File: config.mk
export PLATFORM = sky130hd
export DESIGN_NAME = eth_fifo_wr_arbiter
export DESIGN_NICKNAME = d
export VERILOG_FILES = /design/src/rtl/eth_fifo_wr_arbiter.sv
export SDC_FILE = /design/constraint.sdc
export NUM_CORES = 1
export LEC_CHECK = 0
export ABC_AREA = 1
export BUFFER_PORTS_ARGS = -buffer_cell sky130_fd_sc_hd__buf_4
export CAP_MARGIN = 20
export CORE_AREA = 2 2 86 88
export DETAILED_ROUTE_END_ITERATION = 16
export DIE_AREA = 0 0 88 90
export GPL_TIMING_DRIVEN = 0
export PLACE_DENSITY = 0.81
export SETUP_SLACK_MARGIN = 0.02
export SYNTH_ARGS = -nofsm -noshare
export SYNTH_HDL_FRONTEND = slang
export SYNTH_HIERARCHICAL = 1
export SYNTH_SLANG_ARGS = --single-unit
export TNS_END_PERCENT = 20
File: constraint.sdc
create_clock -name clk -period 2.4 [get_ports clk]
set_input_delay 0.72 -clock clk [delete_from_list [all_inputs] [get_ports clk]]
set_output_delay 0.72 -clock clk [all_outputs]
set_load 0.1 [all_outputs]
File: src/rtl/eth_fifo_wr_arbiter.sv
// Frame-level round-robin arbiter sharing one FIFO write port among 2^C_ID_WIDTH
// sources, with a mid-frame stall watchdog that aborts and drains a stuck source.

module eth_fifo_wr_arb_lane (
  input  logic clk,
  input  logic rst_n,
  input  logic valid,
  input  logic last,
  input  logic granted,
  input  logic in_abort,
  input  logic abort_set,
  input  logic fifo_wr_vld,
  output logic ready,
  output logic eligible
);
  logic drop;

  // A dropping source is drained at full rate, but not while the error beat is pending.
  always_comb begin
    ready = 1'b0;
    if (!in_abort) begin
      if (drop)         ready = 1'b1;
      else if (granted) ready = fifo_wr_vld;
    end
  end

  assign eligible = valid & ~drop;

  always_ff @(posedge clk or negedge rst_n) begin
    if (!rst_n)                            drop <= 1'b0;
    else if (abort_set)                    drop <= 1'b1;
    else if (drop && valid && ready && last) drop <= 1'b0;
  end
endmodule

module eth_fifo_wr_arbiter #(
  parameter  int C_DATA_WIDTH = 32,
  parameter  int C_ID_WIDTH   = 2,
  parameter  int C_TIMEOUT    = 255,
  localparam int N            = 2**C_ID_WIDTH,
  localparam int W            = C_DATA_WIDTH + C_ID_WIDTH + 2
) (
  input  logic                      clk,
  input  logic                      rst_n,
  input  logic [N-1:0]              req_valid,
  input  logic [N*C_DATA_WIDTH-1:0] req_data,
  input  logic [N-1:0]              req_last,
  output logic [N-1:0]              req_ready,
  output logic [W-1:0]              fifo_wr_data,
  output logic                      fifo_wr_en,
  input  logic                      fifo_wr_vld,
  output logic [C_ID_WIDTH-1:0]     grant_id,
  output logic                      busy,
  output logic                      err_timeout
);
  typedef enum logic [1:0] {IDLE, XFER, ABORT} state_t;

  state_t                  state, state_nxt;
  logic [C_ID_WIDTH-1:0]   rr_ptr, pick_id;
  logic [15:0]             stall_cnt;
  logic [N-1:0]            elig;
  logic                    pick_vld;
  logic                    g_valid, g_last, beat_wr, stall_hit, abort_wr, frame_end;
  logic [C_DATA_WIDTH-1:0] g_data;

  assign g_valid   = req_valid[grant_id];
  assign g_last    = req_last[grant_id];
  assign g_data    = req_data[int'(grant_id)*C_DATA_WIDTH +: C_DATA_WIDTH];
  assign beat_wr   = (state == XFER) && g_valid && fifo_wr_vld;
  assign abort_wr  = (state == ABORT) && fifo_wr_vld;
  assign frame_end = (beat_wr && g_last) || abort_wr;
  // Abort on the edge where the stall count reaches the limit, not one cycle later.
  assign stall_hit = (C_TIMEOUT != 0) && (state == XFER) && !g_valid &&
                     (({1'b0, stall_cnt} + 17'd1) == 17'(C_TIMEOUT));

  always_comb begin
    pick_vld = 1'b0;
    pick_id  = rr_ptr;
    // Walk downward so the nearest index above rr_ptr is the one left standing.
    for (int k = N-1; k >= 0; k--) begin
      if (elig[rr_ptr + C_ID_WIDTH'(k)]) begin
        pick_vld = 1'b1;
        pick_id  = rr_ptr + C_ID_WIDTH'(k);
      end
    end
  end

  for (genvar i = 0; i < N; i++) begin : g_lane
    eth_fifo_wr_arb_lane u_lane (
      .clk         (clk),
      .rst_n       (rst_n),
      .valid       (req_valid[i]),
      .last        (req_last[i]),
      .granted     ((state == XFER) && (grant_id == C_ID_WIDTH'(i))),
      .in_abort    (state == ABORT),
      .abort_set   (abort_wr && (grant_id == C_ID_WIDTH'(i))),
      .fifo_wr_vld (fifo_wr_vld),
      .ready       (req_ready[i]),
      .eligible    (elig[i])
    );
  end

  always_comb begin
    state_nxt    = state;
    fifo_wr_en   = 1'b0;
    fifo_wr_data = '0;
    err_timeout  = 1'b0;
    case (state)
      IDLE:  if (pick_vld) state_nxt = XFER;
      XFER: begin
        fifo_wr_en   = beat_wr;
        fifo_wr_data = {1'b0, g_last, grant_id, g_data};
        if (beat_wr && g_last) state_nxt = IDLE;
        else if (stall_hit)    state_nxt = ABORT;
      end
      ABORT: begin
        fifo_wr_en   = fifo_wr_vld;
        fifo_wr_data = {1'b1, 1'b1, grant_id, {C_DATA_WIDTH{1'b0}}};
        err_timeout  = fifo_wr_vld;
        if (fifo_wr_vld) state_nxt = IDLE;
      end
      default: state_nxt = IDLE;
    endcase
  end

  assign busy = (state != IDLE);

  always_ff @(posedge clk or negedge rst_n) begin
    if (!rst_n) begin
      state     <= IDLE;
      grant_id  <= '0;
      rr_ptr    <= '0;
      stall_cnt <= '0;
    end else begin
      state <= state_nxt;
      if (state == IDLE && pick_vld) grant_id <= pick_id;
      if (frame_end) rr_ptr <= grant_id + 1'b1;
      if (state != XFER || beat_wr) stall_cnt <= '0;
      else if (!g_valid)            stall_cnt <= stall_cnt + 16'd1;
    end
  end
endmodule

==> results.md <==
- Clock share of power: 0.040
- Initial antenna violation count: 0
- Layout cells sized above 1: 0.4519
- Post-layout minimum cycle time: 2688 ps
- Final nets: 919
- DIE HEIGHT: 90 um
- IO Count: roughly 180
- FMAX: 0.3721 GHz
- Vias in the first global route: 4640
- Die Footprint: 7920 um^2
- Critical Path Source: grant_id[0]$_DFFE_PN0P_
- Worst setup SP type: register
- DP Cell Count: ~840
- Outcome: finished, violations left
- Clock Latency Late Sink: 270 ps
- Number of routed nets with antenna violations: 0
- Die X-Extent: just under 90 um
- Net Count, Synth: roughly 710
- Initial Utilization: 0.4336
- Seq/Total Area, Yosys: 0.2137
- Standard-cell rows: 31
- Setup-failing EPs final: 41
- Pleak: 2.790 nW
- Layout area overhead: 105.3%
- Slowest stage delay, CP: 560 ps
- Peak supply drop: 1337 uV
- Number of DRC markers in iteration 0: a little under 400
- Sw power: 5.601 mW
- # port buffers: 183
- RR Startpoint: stall_cnt[1]$_DFFE_PN0P_
- Crit path cell chain: clkbuf_16, buf_6, nor2_1, nor2_1, o21ai_2, a21oi_4, buf_12
- Mapped Area: 3044 um^2
- Final cell count without fillers: about 870
- RSZ-0062 raised after global routing: true
- GRT Residual Overflow: 0
- Top post-synthesis cells by area: dfrtp_1 21%, nor2_1 20%, o21ai_0 14%
- Critical path required time: 1680 ps
- Slowest-stage cell, CP: dfrtp_4
- Layout Skew: 2.439 ps
- Flop pwr share: 0.070
- Vias/cell: 5.814
- Tcrit/Tclk final: 1.120
- PnR worst setup slack: -287.7 ps
- Global placer's final weighted congestion: about 0.94
- Total GRT Usage: 0.3619
- CTS tree: built
- DPL Wire Length: 10170 um
- Worst setup path category: register to output port
- Synth cell types: 23
- Failing checks: negative setup slack
- Layout Utilization: 0.8902
- Global-route wire length before repair: 22780 um
- CP endpoint kind: output port
- Worst-Margin Slew: 371.9 ps
- Critical Path Fanout Max: 10
- Antenna Cells: 0
- Clock Tree Root: clkbuf_8
- Internal power: 3.709 mW
- Clock buffer depth: 2
- Most used cell, CP: nor2_1
- Hold Path Class: primary input to async pin
- Max-Cap Viols: 0
- Total Wirelength: approximately 18000 um
- Buf+Inv Stages, Crit Path: 3
- Reg clk slew, reported paths: 100 ps
- Core area: 7020 um^2
- TritonRoute pass-1 iters: 8
- Comb pwr share: 0.890
- Mapped Avg Cell Area: between 5 and 6 um^2
- Top cell type's share of synthesized area: 0.2137
- Gate Count Post-Synth: about 560
- DR vias: 5052
- FF-to-FF setup slack: 360 ps
- CP top delay family: flip-flops
- Number of synthesis warnings: 6
- Final Hold Fails: 0
- Pwr dens: 1490 nW/um^2
- Slew Viols, Final: 0
- Worst path arrival time: 1970 ps
- H-tree depth: 1
- #FFs+latches synth: 26
- Largest net degree at the start of global routing: 27
- CTS buffer count: 3
- Clk sinks: 26
- Total Power: 9.311 mW
- Worst slew margin: 0.7520
- DRC viols: 0
- Dominant cell type by area after synthesis: dfrtp_1
- Net Sw Frac: 0.6016
- WL/cell: 20.57 um
[flip-flops by register name (all words and copies together) (netlist names)]
name / count
rr_ptr: 2
grant_id: 2
stall_cnt: 16
g_lane.u_lane/drop: 4
state: 2
[per-layer routing]
metal,wire length (um),part of all wire,track usage,vias to the layer above
met4,1433,0.080,0.1936,0
met3,1942,0.11,0.07346,143
met5,0,0,0,-
met1,5882,0.33,0.3952,2266
li1,-,-,-,2226
met2,8621,0.48,0.6389,417
[per-stage QoR]
step | instance area [um^2] | setup TNS (ps) | worst slack, ps | hold WS, ps
after floorplan | 3631 | -6318 | -175.4 | 424.4
after global placement | 5129 | -5578 | -204.9 | 488.4
after detailed placement | 5129 | -6632 | -242.0 | 493.8
after CTS | 5987 | -2337 | -88.02 | 348.0
after global routing | 6250 | -7566 | -430.8 | 355.7
final | 6250 | -4985 | -287.7 | 344.9
[cell usage after synthesis, drive strengths merged]
cell and n:
a21boi 1, nor2 170, clkbuf 14, o22ai 8, xor2 3, buf 14, a31oi 1, nor3 1
nand3 24, nand4 6, a21oi 38, a22oi 1, ha 9, nand2 97, inv 59, dfrtp 26
o21ai 89
[kinds of logic after synthesis]
| logic type | after synthesis | synth area share |
|---|---|---|
| AOI/OAI and AO/OA | 138 | 0.2322 |
| xor gates and xnor gates | 3 | 0.008633 |
| adders and majority gates | 9 | 0.03699 |
| buffers and inverters | 87 | 0.1118 |
| DFF | 26 | 0.2137 |
| and+or+nand+nor | 298 | 0.3966 |
[cells in the final DEF (no fill, tap or decap), types with 24 or more instances in the layout]
master / instances
buf_4: 158
dfrtp_1: 24
nand2_1: 90
o21ai_0: 24
inv_1: 52
o21ai_2: 27
a21oi_4: 33
nor2_1: 145
nand3_1: 24
o21ai_1: 38
buf_12: 40
[what timing repair did]
item,4_1_cts,5_1_grt
pin swaps,14,22
endpoints found under the hold margin,0,0
hold buffers,0,0
endpoints found under the setup margin,41,41
buffers inserted,8,6
cloned,6,2
resized for setup,161,60
[path summary, 6_finish.rpt]
check | endpoint | depth (start not counted)
max in group asynchronous | grant_id[0]$_DFFE_PN0P_ | 1
min in group clk | g_lane[2].u_lane/drop$_DFFE_PN0P_ | 2
max | fifo_wr_data[7] | 7
min | stall_cnt[0]$_DFFE_PN0P_ | 1
max reg2reg | state[0]$_DFFE_PN0P_ | 15
min reg2reg | g_lane[2].u_lane/drop$_DFFE_PN0P_ | 2
[power by group through the flow]
stage	logic [mW]	registers, mW	clock network (mW)
finish	8.29	0.648	0.373
global route	8.64	0.656	0.392
CTS	7.42	0.628	0.371
detailed placement	6.10	0.659	0
global placement	6.01	0.655	0
floorplan	4.77	0.752	0
[cell type report]
class	count	area, um^2
Multi-Input combinational cell	448	2723
Timing Repair Buffer	204	2083
Timing Repair inverter	1	3.754
Buffer	28	352.8
Clock buffer	3	41.29
Sequential cell	26	658.1
Fill cell	342	770.7
Inverter	59	234.0
Tap cell	99	123.9
Clock inverter	1	30.03
[worst reg2reg max path, cell delays in order, from the launching register on]
cell	delay, ps
dfrtp_1	440
ha_1	230
nand2_1	100
inv_1	70
nor2_1	120
nand2_1	80
nor2_1	170
nand2_1	90
nor2_1	110
nand2_1	50
nor2_1	80
nand2_1	70
nand2_2	100
nand2_2	80
nand2_1	80
nand2_1	70
(Power assumes the default switching activity.)
